File: src/rtl/adc_stats_if.sv
// Sample/snapshot bundle for adc_stats: ADC samples and window control in, window snapshot out.
interface adc_stats_if #(
    parameter int unsigned OVFL_W = 16
);
    localparam int unsigned DATA_W = 14;
    localparam int unsigned WL_W   = 4;

    logic [DATA_W-1:0] adc_data;
    logic              adc_ovfl;
    logic [WL_W-1:0]   win_len;
    logic              snap_ack;
    logic              snap_valid;
    logic [DATA_W-1:0] snap_peak;
    logic [OVFL_W-1:0] snap_ovfl;
    logic              snap_ovr;
    logic [DATA_W-1:0] snap_dc;

    modport master (
        output adc_data, adc_ovfl, win_len, snap_ack,
        input  snap_valid, snap_peak, snap_ovfl, snap_ovr, snap_dc
    );

    modport slave (
        input  adc_data, adc_ovfl, win_len, snap_ack,
        output snap_valid, snap_peak, snap_ovfl, snap_ovr, snap_dc
    );
endinterface

File: src/rtl/adc_stats.sv
// Per-window ADC statistics (peak magnitude, over-range count, optional mean) with a one-deep snapshot.
// Optional mean path is built only when ADC_STATS_DC_EN is defined.
module adc_stats #(
    parameter int unsigned OVFL_W = 16
) (
    input  logic         adc_clk,
    input  logic         rst,
    adc_stats_if.slave   bus
);
    localparam int unsigned DATA_W = 14;
    localparam int unsigned CNT_W  = 23;
    localparam int unsigned WL_W   = 4;
    localparam int unsigned SH_W   = 5;
    localparam int unsigned DC_W   = 37;
    localparam logic [DATA_W-1:0] MAG_MAX  = DATA_W'((1 << (DATA_W - 1)) - 1);
    localparam logic [DATA_W-1:0] NEG_FULL = DATA_W'(1 << (DATA_W - 1));
    localparam logic [OVFL_W-1:0] OVFL_MAX = '1;

    logic [CNT_W-1:0]  r_cnt;
    logic [WL_W-1:0]   r_win_len;
    logic [DATA_W-1:0] r_peak;
    logic [OVFL_W-1:0] r_ovfl;
    logic              r_snap_valid;
    logic [DATA_W-1:0] r_snap_peak;
    logic [OVFL_W-1:0] r_snap_ovfl;
    logic              r_snap_ovr;

    logic [SH_W-1:0]   w_shamt;
    logic [CNT_W-1:0]  w_last;
    logic              w_win_end;
    logic [DATA_W-1:0] w_mag;
    logic [DATA_W-1:0] w_peak_nxt;
    logic [OVFL_W-1:0] w_ovfl_nxt;
    logic              w_ack;
    logic              w_load;
    logic              w_drop;

    // Last counter value of the current window; a 2^23 window wraps the shifted one to all-ones.
    assign w_shamt   = SH_W'(r_win_len) + SH_W'(8);
    assign w_last    = CNT_W'(((CNT_W + 1)'(1) << w_shamt) - (CNT_W + 1)'(1));
    assign w_win_end = (r_cnt == w_last);

    always_comb begin
        w_mag = bus.adc_data;
        if (bus.adc_data == NEG_FULL) begin
            w_mag = MAG_MAX;
        end else if (bus.adc_data[DATA_W-1]) begin
            w_mag = (~bus.adc_data) + DATA_W'(1);
        end
    end

    assign w_peak_nxt = (w_mag > r_peak) ? w_mag : r_peak;
    assign w_ovfl_nxt = (bus.adc_ovfl && (r_ovfl != OVFL_MAX)) ? r_ovfl + OVFL_W'(1) : r_ovfl;

    assign w_ack  = bus.snap_ack && r_snap_valid;
    assign w_load = w_win_end && (!r_snap_valid || bus.snap_ack);
    assign w_drop = w_win_end && r_snap_valid && !bus.snap_ack;

    always_ff @(posedge adc_clk) begin
        if (rst) begin
            r_cnt        <= '0;
            r_win_len    <= bus.win_len;
            r_peak       <= '0;
            r_ovfl       <= '0;
            r_snap_valid <= 1'b0;
            r_snap_peak  <= '0;
            r_snap_ovfl  <= '0;
            r_snap_ovr   <= 1'b0;
        end else begin
            r_cnt  <= w_win_end ? '0 : r_cnt + CNT_W'(1);
            r_peak <= w_win_end ? '0 : w_peak_nxt;
            r_ovfl <= w_win_end ? '0 : w_ovfl_nxt;
            if (w_win_end) begin
                r_win_len <= bus.win_len;
            end
            if (w_load) begin
                r_snap_peak <= w_peak_nxt;
                r_snap_ovfl <= w_ovfl_nxt;
            end
            if (w_load) begin
                r_snap_valid <= 1'b1;
            end else if (w_ack) begin
                r_snap_valid <= 1'b0;
            end
            // A drop in the same cycle as an accepted ack keeps the sticky flag set.
            if (w_drop) begin
                r_snap_ovr <= 1'b1;
            end else if (w_ack) begin
                r_snap_ovr <= 1'b0;
            end
        end
    end

    assign bus.snap_valid = r_snap_valid;
    assign bus.snap_peak  = r_snap_peak;
    assign bus.snap_ovfl  = r_snap_ovfl;
    assign bus.snap_ovr   = r_snap_ovr;

`ifdef ADC_STATS_DC_EN
    logic signed [DC_W-1:0] r_dc_acc;
    logic signed [DC_W-1:0] w_dc_sum;
    logic [DATA_W-1:0]      r_snap_dc;

    assign w_dc_sum = r_dc_acc + DC_W'($signed(bus.adc_data));

    // Mean is the window sum shifted by log2 of the window length.
    always_ff @(posedge adc_clk) begin
        if (rst) begin
            r_dc_acc  <= '0;
            r_snap_dc <= '0;
        end else begin
            r_dc_acc <= w_win_end ? '0 : w_dc_sum;
            if (w_load) begin
                r_snap_dc <= DATA_W'(w_dc_sum >>> w_shamt);
            end
        end
    end

    assign bus.snap_dc = r_snap_dc;
`else
    assign bus.snap_dc = '0;
`endif

endmodule

File: src/flat_wrapper.sv
// flat-port wrapper written by rule: the top's interface ports become plain ports
module adc_stats_flat 
#(
    parameter int unsigned OVFL_W = 16
)
  (adc_clk, rst, bus_adc_data, bus_adc_ovfl, bus_win_len, bus_snap_ack, bus_snap_valid, bus_snap_peak, bus_snap_ovfl, bus_snap_ovr, bus_snap_dc);
  adc_stats_if #(.OVFL_W(OVFL_W)) bus_i ();
  input  logic adc_clk;
  input  logic rst;
  input wire logic [$bits(bus_i.adc_data)-1:0] bus_adc_data;
  input wire logic [$bits(bus_i.adc_ovfl)-1:0] bus_adc_ovfl;
  input wire logic [$bits(bus_i.win_len)-1:0] bus_win_len;
  input wire logic [$bits(bus_i.snap_ack)-1:0] bus_snap_ack;
  output wire logic [$bits(bus_i.snap_valid)-1:0] bus_snap_valid;
  output wire logic [$bits(bus_i.snap_peak)-1:0] bus_snap_peak;
  output wire logic [$bits(bus_i.snap_ovfl)-1:0] bus_snap_ovfl;
  output wire logic [$bits(bus_i.snap_ovr)-1:0] bus_snap_ovr;
  output wire logic [$bits(bus_i.snap_dc)-1:0] bus_snap_dc;
  assign bus_i.adc_data = bus_adc_data;
  assign bus_i.adc_ovfl = bus_adc_ovfl;
  assign bus_i.win_len = bus_win_len;
  assign bus_i.snap_ack = bus_snap_ack;
  assign bus_snap_valid = bus_i.snap_valid;
  assign bus_snap_peak = bus_i.snap_peak;
  assign bus_snap_ovfl = bus_i.snap_ovfl;
  assign bus_snap_ovr = bus_i.snap_ovr;
  assign bus_snap_dc = bus_i.snap_dc;
  adc_stats #(.OVFL_W(OVFL_W)) u_core (.adc_clk(adc_clk), .rst(rst), .bus(bus_i));
endmodule
File: config.mk
export PLATFORM = sky130hd
export DESIGN_NAME = adc_stats_flat
export DESIGN_NICKNAME = d
export VERILOG_FILES = /design/src/rtl/adc_stats_if.sv /design/src/rtl/adc_stats.sv /design/src/flat_wrapper.sv
export SDC_FILE = /design/constraint.sdc
export NUM_CORES = 1
export LEC_CHECK = 0
export BUFFER_PORTS_ARGS = -buffer_cell sky130_fd_sc_hd__buf_2
export CAP_MARGIN = 30
export CORE_MARGIN = 2
export CORE_UTILIZATION = 44
export CTS_CLUSTER_SIZE = 24
export DETAILED_ROUTE_END_ITERATION = 7
export PLACE_DENSITY = 0.63
export SETUP_SLACK_MARGIN = 0.2
export SYNTH_ARGS = -nofsm -noshare
export SYNTH_HDL_FRONTEND = slang
export SYNTH_SLANG_ARGS = --single-unit
export TNS_END_PERCENT = 10
File: constraint.sdc
create_clock -name adc_clk -period 3.98 [get_ports adc_clk]
set_input_delay 0.995 -clock adc_clk [delete_from_list [all_inputs] [get_ports adc_clk]]
set_output_delay 0.995 -clock adc_clk [all_outputs]
set_load 0.01 [all_outputs]
== After elaboration in Yosys (flattened, before gate mapping) ==
Index checks and enable logic that the tools add are counted.

* Shift operators: 1
* Multiplexer cells: 9
* Bitwise operators: 1
* Reductions and logical operators: 12
* $lt $le $gt $ge: 1
* Equality and inequality tests: 3
* Add/sub/neg operators: 5

{| class="wikitable"
|+ Operator list
! kind !! number
|-
| 14-bit 2-to-1 mux || 3
|-
| 23-bit by 1-bit adder with 23-bit output (second input constant) || 1
|-
| 23-bit equality test || 1
|-
| 1-bit by 5-bit << shifter with 23-bit output (first input constant) || 1
|-
| 23-bit by 2-bit subtractor with 23-bit output (second input constant) || 1
|-
| 16-bit by 1-bit adder with 16-bit output (second input constant) || 1
|-
| 16-bit 2-to-1 mux || 1
|-
| 16-bit inequality test (second input constant) || 1
|-
| 14-bit by 1-bit adder with 14-bit output (second input constant) || 1
|-
| 14-bit equality test (second input constant) || 1
|-
| 14-bit greater-than comparator || 1
|-
| 14-bit inverter || 1
|-
| 4-bit 2-to-1 mux || 2
|-
| 2-bit nonzero test || 3
|-
| 4-bit by 4-bit adder with 5-bit output (second input constant) || 1
|-
| 1-bit logical AND || 5
|-
| 1-bit 2-to-1 mux || 3
|-
| 1-bit zero test || 2
|-
| 2-bit OR reduction || 1
|-
| 1-bit logical OR || 1
|}

* Logic and storage cells: 40
* Output and inout bits: 46
* Bits of input ports: 22
* Register bits after elaboration: 89

== Logic depth before layout (Yosys ltp) ==
Gate-level depths: netlist of the first run.

* Word-level depth: 7
* Gate-level depth with buffers: 15

== Least setup slack after synthesis of the first run ==
OpenSTA, ideal clock, no wires.

* Path type: input port to flip-flop
* From: in bus_adc_data[1]
* To: reg u_core.r_snap_peak[3], in the netlist u_core.bus.snap_peak[3]
* Arrival: 3.914 ns
* Setup slack: -0.080 ns
* Buffers on the path: 2
* Stages: 15
* Cells stage by stage: inv_1 ha_1 or4b_4 nor4_4 o31ai_1 o311ai_0 ha_1 a41oi_1 o21ai_0 o21a_1 o21ba_2 buf_2 buf_2 mux2i_1 a211oi_2

* Word-level cells in the longest chain between the ends: 6

{| class="wikitable"
|+ Ends and longest elaborated chain
! element !! RTL line !! text
|-
| start, declared || flat_wrapper.sv:10 || <nowiki>input wire logic [$bits(bus_i.adc_data)-1:0] bus_adc_data;</nowiki>
|-
| 14-bit inverter || adc_stats.sv:48 || <nowiki>w_mag = (~bus.adc_data) + DATA_W'(1);</nowiki>
|-
| 14-bit by 1-bit adder with 14-bit output || adc_stats.sv:48 ||
|-
| 14-bit 2-to-1 mux || adc_stats.sv:47 || <nowiki>end else if (bus.adc_data[DATA_W-1]) begin</nowiki>
|-
| 14-bit 2-to-1 mux (*) || adc_stats.sv:45 || <nowiki>if (bus.adc_data == NEG_FULL) begin</nowiki>
|-
| 14-bit greater-than comparator || adc_stats.sv:52 || <nowiki>assign w_peak_nxt = (w_mag > r_peak) ? w_mag : r_peak;</nowiki>
|-
| 14-bit 2-to-1 mux (*) || adc_stats.sv:52 ||
|-
| end signal, assigned || adc_stats.sv:77 || <nowiki>r_snap_peak <= w_peak_nxt;</nowiki>
|-
| end, declared || adc_stats.sv:24 || <nowiki>logic [DATA_W-1:0] r_snap_peak;</nowiki>
|}

Every way passes the cells marked *; elsewhere a longest branch is shown, timed or not.
A chain may end at the register's enable or synchronous reset.

== Final worst setup path of the first run ==
* From: in bus_adc_data[1]
* To: reg u_core.r_snap_peak[10], in the netlist u_core.bus.snap_peak[10]

Same word-level chain as after synthesis.

==> results of run 1 <==
-- kinds of logic (layout without fill, tap and decap cells) --
kind of cell    Yosys count  after routing
compound gates          149            150
xor+xnor                 33             33
fa+ha+maj                17             17
buf+inv                  74            127
flops                    89             89
mux                      14             14
other cells               1             14
simple gates            217            217
-- final timing paths --
path	start	to	slack (ns)	cells after the start
worst max-delay path	bus_adc_data[1]	u_core.bus.snap_peak[10]$_SDFFE_PP0P_	0.34	14
worst max register to register	u_core.r_win_len[2]$_DFFE_PP_	u_core.r_win_len[1]$_DFFE_PP_	0.88	6
worst min register to register	u_core.r_cnt[0]$_SDFF_PP0_	u_core.r_cnt[0]$_SDFF_PP0_	0.46	1
worst min-delay path	u_core.r_cnt[0]$_SDFF_PP0_	u_core.r_cnt[0]$_SDFF_PP0_	0.46	1
-- layout by cell type, fill, tap and decap left out, drive strengths merged, types with 21 or more instances in the layout --
master  synthesis  layout
nor2           57      57
nand3          31      31
nand2          25      25
buf            39      85
dfxtp          85      85
o21ai          40      40
nand4          21      21
inv            26      26
a21oi          52      52
-- per-stage QoR --
stage | TNS (ns) | hold slack (ns) | total power, mW | setup WS, ns
after floorplan | 0 | 0.430 | 1.22 | 0.215
after global placement | -2.17 | 0.446 | 1.27 | -0.136
after detailed placement | -1.81 | 0.455 | 1.28 | -0.149
after CTS | 0 | 0.469 | 2.09 | 0.305
after global routing | 0 | 0.488 | 2.18 | 0.150
final | 0 | 0.464 | 2.08 | 0.343
-- power by group --
group,switching (mW),internal (mW),leakage (nW)
Clock,0.329,0.486,0.134
Combinational,0.175,0.136,1.45
Sequential,0.0305,0.926,0.728
Total,0.534,1.55,2.31
-- sequential cells by signal, summed over array words and instances, names as in the netlist --
register	flops
u_core.bus.snap_peak	14
u_core.r_cnt	23
u_core.bus.snap_ovr	1
u_core.bus.snap_valid	1
u_core.r_win_len	4
u_core.r_ovfl	16
u_core.bus.snap_ovfl	16
u_core.r_peak	14
-- worst max-delay path, stage by stage --
cell	delay (ns)
buf_2	0.12
inv_4	0.06
ha_4	0.15
or4b_4	0.50
nor4_4	0.24
o31a_1	0.17
o22a_1	0.18
ha_1	0.17
nand2_1	0.06
o21a_1	0.17
o21bai_1	0.27
o21ba_4	0.33
mux2i_1	0.32
a211oi_2	0.10
-- final cells by class --
cell class                      instances  share of cell area
Clock buffer                           13              0.0409
Clock inverter                          3             0.00724
Inverter                               26              0.0170
Multi-Input combinational cell        445               0.506
Sequential cell                        89               0.310
Tap cell                              143              0.0305
Timing Repair Buffer                   85              0.0882
-- metal layers --
| layer | wire length [um] | vias to the layer above |
|---|---|---|
| met5 | 0 | - |
| met4 | 160 | 0 |
| met3 | 479 | 14 |
| met2 | 5540 | 103 |
| met1 | 5610 | 2113 |
| li1 | - | 2232 |
-- synth_stat cells, types with 17 or more instances --
master,instances,area share
o21ai_0,37,0.037
inv_1,26,0.019
nor2_1,56,0.041
nand3_1,31,0.031
nand2_1,25,0.019
buf_4,20,0.030
xor2_1,18,0.031
a21oi_1,52,0.051
nand4_1,21,0.026
dfxtp_1,85,0.34
ha_1,17,0.042
nor2b_1,18,0.022
-- repair_timing --
| action | CTS | global route |
|---|---|---|
| pin swaps | 0 | 0 |
| setup endpoints to repair | 4 | 26 |
| resized for setup | 1 | 4 |
| cloned | 0 | 1 |
| hold buffers | 0 | 0 |
| endpoints found under the hold margin | 0 | 0 |
==> impl_metrics.env, run 1 <==
export IMPL_status="completed"
export IMPL_utilization=0.519
export IMPL_gr_total_overflow=0
export IMPL_wl_per_cell_um=14.7
export IMPL_drc=0
export IMPL_cellPowerDensity_mw_per_mm2=354
export IMPL_synthMuxAreaShare=0.0281
export IMPL_die_h_um=111
export IMPL_cts_buffers=9
export IMPL_design_area_mm2=0.00588
export IMPL_end_kind="flop"
export IMPL_viasPerCell=5.55
export IMPL_relSlewSlack=0.493
export IMPL_gp_congestion=0.895
export IMPL_critPathKind="in2reg"
export IMPL_cap_violations=0
export IMPL_finalNetCount=695
export IMPL_start_util=0.448
export IMPL_post_cts_buffers=0
export IMPL_seqCellArea_mm2=0.00182
export IMPL_die_x_um=111
export IMPL_crit_fanout=9
export IMPL_hold_viol=0
export IMPL_fp_coreArea_mm2=0.0113
export IMPL_synth_compound_area_frac=0.199
export IMPL_synth_simple_area_share=0.236
export IMPL_tightest_slew_ns=0.758
export IMPL_cts_buffer_depth=2
export IMPL_fmax_mhz=275
export IMPL_dominantRegCellSynth="dfxtp_1"
export IMPL_placed_cells=787
export IMPL_synthArstFlopShare=0
export IMPL_grt_busiest_layer="met2"
export IMPL_ios=68
export IMPL_place_hpwl_um=8510
export IMPL_fillers=1076
export IMPL_synthXorXnorAreaFrac=0.0570
export IMPL_finalSetupViolations=0
export IMPL_fp_dieArea_mm2=0.0124
export IMPL_fin_crit_ns=3.64
export IMPL_leakagePower_nw=2.31
export IMPL_synth_fa_ha_area_frac=0.0419
export IMPL_area_growth_pct=15.8
export IMPL_drv_slew=0
export IMPL_insertion_delay_ns=0.34
export IMPL_avgSynthCellArea_um2=8.54
export IMPL_placed_area_mm2=0.00557
export IMPL_ys_seq_area_frac=0.359
export IMPL_row_count=39
export IMPL_drt_first_pass_iters=6
export IMPL_drive_gt1_frac=0.207
export IMPL_syn_area_mm2=0.00507
export IMPL_crit_path_start_kind="input pin"
export IMPL_grt_met3_usage=0.0403
export IMPL_vias=4462
export IMPL_vdd_drop_max_mv=0.191
export IMPL_io_buffers=53
export IMPL_grt_antenna_before_repair=0
export IMPL_n_antenna_cell=0
export IMPL_met2_usage=0.324
export IMPL_cts_root_buffer_cell="clkbuf_16"
export IMPL_h_tree_depth=3
export IMPL_worstPathRequired_ns=4.17
export IMPL_use_met1=0.245
export IMPL_finalClockSkew_ns=0.00583
export IMPL_multiInputGateArea_mm2=0.00297
export IMPL_ys_types=67
export IMPL_synth_seq_cells=89
export IMPL_cp_data_arrival_time_ns=3.83
export IMPL_drtAntennaViolNets=0
export IMPL_yosys_warnings=0
export IMPL_grtUsageTotal=0.191
export IMPL_synth_edf_count=4
export IMPL_synthCells=594
export IMPL_grt_pass1_vias=4257
export IMPL_fin_crit_sh=0.914
export IMPL_rsz0062_at_grt="true"
export IMPL_clock_sinks=89
export IMPL_stdcell_count=804
export IMPL_grt_max_degree=34
export IMPL_grt_pass1_wl_um=19900
export IMPL_cts_tree="yes"
export IMPL_hold_path_class="reg2reg"
export IMPL_path_clk_slew_ns=0.06
export IMPL_wirelength_um=11800
export IMPL_synth_top_family_by_area="simple AND/OR/NAND/NOR gates"
export IMPL_drtIter0Drc=296
Power figures use the tool's default switching activity.
==> run 2: changes to the inputs <==
Settings changed: BUFFER_PORTS_ARGS -buffer_cell sky130_fd_sc_hd__buf_2 to -buffer_cell sky130_fd_sc_hd__buf_4, CORE_MARGIN 2 to 4, CORE_UTILIZATION 44 to 52, PLACE_DENSITY 0.63 to 0.73.
==> run 2 against run 1 <==
Against the previous run: worst hold slack better by 0.0045 ns; sequential share of layout area is 1.3 points lower; sequential power is 0.4% higher; clock skew is 0.0064 ns higher; non-clock buffer count is 7 higher; register-to-register slack better by 0.08 ns; sequential cell count stayed put; core utilization is 14 points higher; setup slack worse by 0.14 ns; combinational power is 25% higher; highest routed layer unchanged.
==> impl_metrics.env, run 2 (same netlist as run 1, synthesis figures left out) <==
export IMPL_insertion_delay_ns=0.36
export IMPL_hold_buffers=0
export IMPL_grt_max_degree=35
export IMPL_drive_gt1_frac=0.241
export IMPL_leakagePower_nw=2.36
export IMPL_die_h_um=107
export IMPL_drv_slew=0
export IMPL_largest_reg_flops=23
export IMPL_finalClockSkew_ns=0.0122
export IMPL_grt_antenna_before_repair=0
export IMPL_gr_total_overflow=0
export IMPL_hold_viol=0
export IMPL_row_count=35
export IMPL_die_x_um=107
export IMPL_fillers=753
export IMPL_h_tree_depth=3
export IMPL_vias=4597
export IMPL_start_util=0.541
export IMPL_hold_path_class="reg2reg"
export IMPL_gp_congestion=0.910
export IMPL_cellPowerDensity_mw_per_mm2=331
export IMPL_place_hpwl_um=8790
export IMPL_regMostFlops="u_core.r_cnt"
export IMPL_wirelength_um=12800
export IMPL_fmax_mhz=265
export IMPL_crit_path_start_kind="input pin"
export IMPL_cts_tree="yes"
export IMPL_status="completed"
export IMPL_crit_fanout=8
export IMPL_viasPerCell=5.77
export IMPL_cap_violations=0
export IMPL_ios=68
export IMPL_utilization=0.655
export IMPL_fp_coreArea_mm2=0.00937
export IMPL_grt_pass1_vias=4351
export IMPL_hold_slack_ns=0.468
export IMPL_final_cell_mix="buf_4 (89), dfxtp_1 (85), nor2_1 (56)"
export IMPL_finalNetCount=702
export IMPL_final_common_cell="buf_4"
export IMPL_rsz0062_at_grt="true"
export IMPL_tightest_slew_ns=0.749
export IMPL_grtUsageTotal=0.217
export IMPL_area_growth_pct=21.0
export IMPL_fin_crit_ns=3.77
export IMPL_fp_dieArea_mm2=0.0114
export IMPL_cp_data_arrival_time_ns=3.99
export IMPL_end_kind="flop"
export IMPL_cts_buffers=9
export IMPL_cts_root_buffer_cell="clkbuf_8"
export IMPL_grt_pass1_wl_um=20400
export IMPL_drtAntennaViolNets=0
export IMPL_path_clk_slew_ns=0.10
export IMPL_drtIter0Drc=265
export IMPL_relSlewSlack=0.499
export IMPL_fin_crit_sh=0.948
export IMPL_finalSetupViolations=0
export IMPL_p_total_mw=2.03
export IMPL_n_antenna_cell=0
export IMPL_vdd_drop_max_mv=0.249
export IMPL_cts_buffer_depth=2
export IMPL_clock_sinks=89
export IMPL_drc=0
export IMPL_critPathKind="in2reg"
export IMPL_worstPathRequired_ns=4.20
export IMPL_wl_per_cell_um=16.1
export IMPL_drt_first_pass_iters=4
export IMPL_io_buffers=53
run 2: power by group:
group / leakage (nW) / internal, mW / switching, mW / total [mW]
Combinational: 1.52 / 0.180 / 0.206 / 0.386
Sequential: 0.728 / 0.925 / 0.0360 / 0.961
Clock: 0.114 / 0.336 / 0.348 / 0.684
Total: 2.36 / 1.44 / 0.590 / 2.03
run 2: layer usage:
metal  share of wire  GRT usage  wire (um)
met5               0          0          0
met4           0.024     0.0648        303
met3           0.058     0.0482        750
met2            0.48      0.365       6180
met1            0.44      0.277       5610
run 2: worst max-delay path, cell delays in order:
cell and delay, ns:
buf_8 0.11, inv_6 0.05, ha_4 0.15, or4b_4 0.51
nor4_4 0.21, buf_4 0.18, o41ai_2 0.06, o21ai_1 0.21
ha_1 0.21, nand4_1 0.16, a21oi_2 0.15, o21a_1 0.22
o21ba_4 0.37, mux2i_4 0.30, a211oi_2 0.09
run 2: final timing paths:
kind | from | endpoint | slack (ns) | cells after the start
worst max-delay path | bus_adc_data[0] | u_core.bus.snap_peak[11]$_SDFFE_PP0P_ | 0.21 | 15
worst min-delay path | u_core.r_cnt[0]$_SDFF_PP0_ | u_core.r_cnt[0]$_SDFF_PP0_ | 0.47 | 1
worst max register to register | u_core.r_win_len[2]$_DFFE_PP_ | u_core.r_cnt[16]$_SDFF_PP0_ | 0.96 | 8
worst min register to register | u_core.r_cnt[0]$_SDFF_PP0_ | u_core.r_cnt[0]$_SDFF_PP0_ | 0.47 | 1
run 2: final cells by class:
cell class	instances	area (um2)	area share
Clock buffer	10	149	0.0243
Multi-Input combinational cell	445	3110	0.507
Timing Repair Buffer	92	718	0.117
Inverter	26	105	0.0171
Clock inverter	6	72.6	0.0118
Sequential cell	89	1820	0.297
Tap cell	129	161	0.0263
run 2: what timing repair did:
item	in CTS	in global routing
buffers inserted	0	7
pin swaps	0	14
resized for setup	1	32
cloned	0	1
setup endpoints to repair	14	27
run 2: stage by stage:
stage	setup TNS [ns]	cells	setup WS [ns]	instance area (um2)
after floorplan	0	607	0.215	5190
after global placement	-3.39	773	-0.180	5690
after detailed placement	-4.68	773	-0.250	5690
after CTS	0	789	0.238	5910
after global routing	0	797	0.0179	6140
final	0	797	0.207	6140
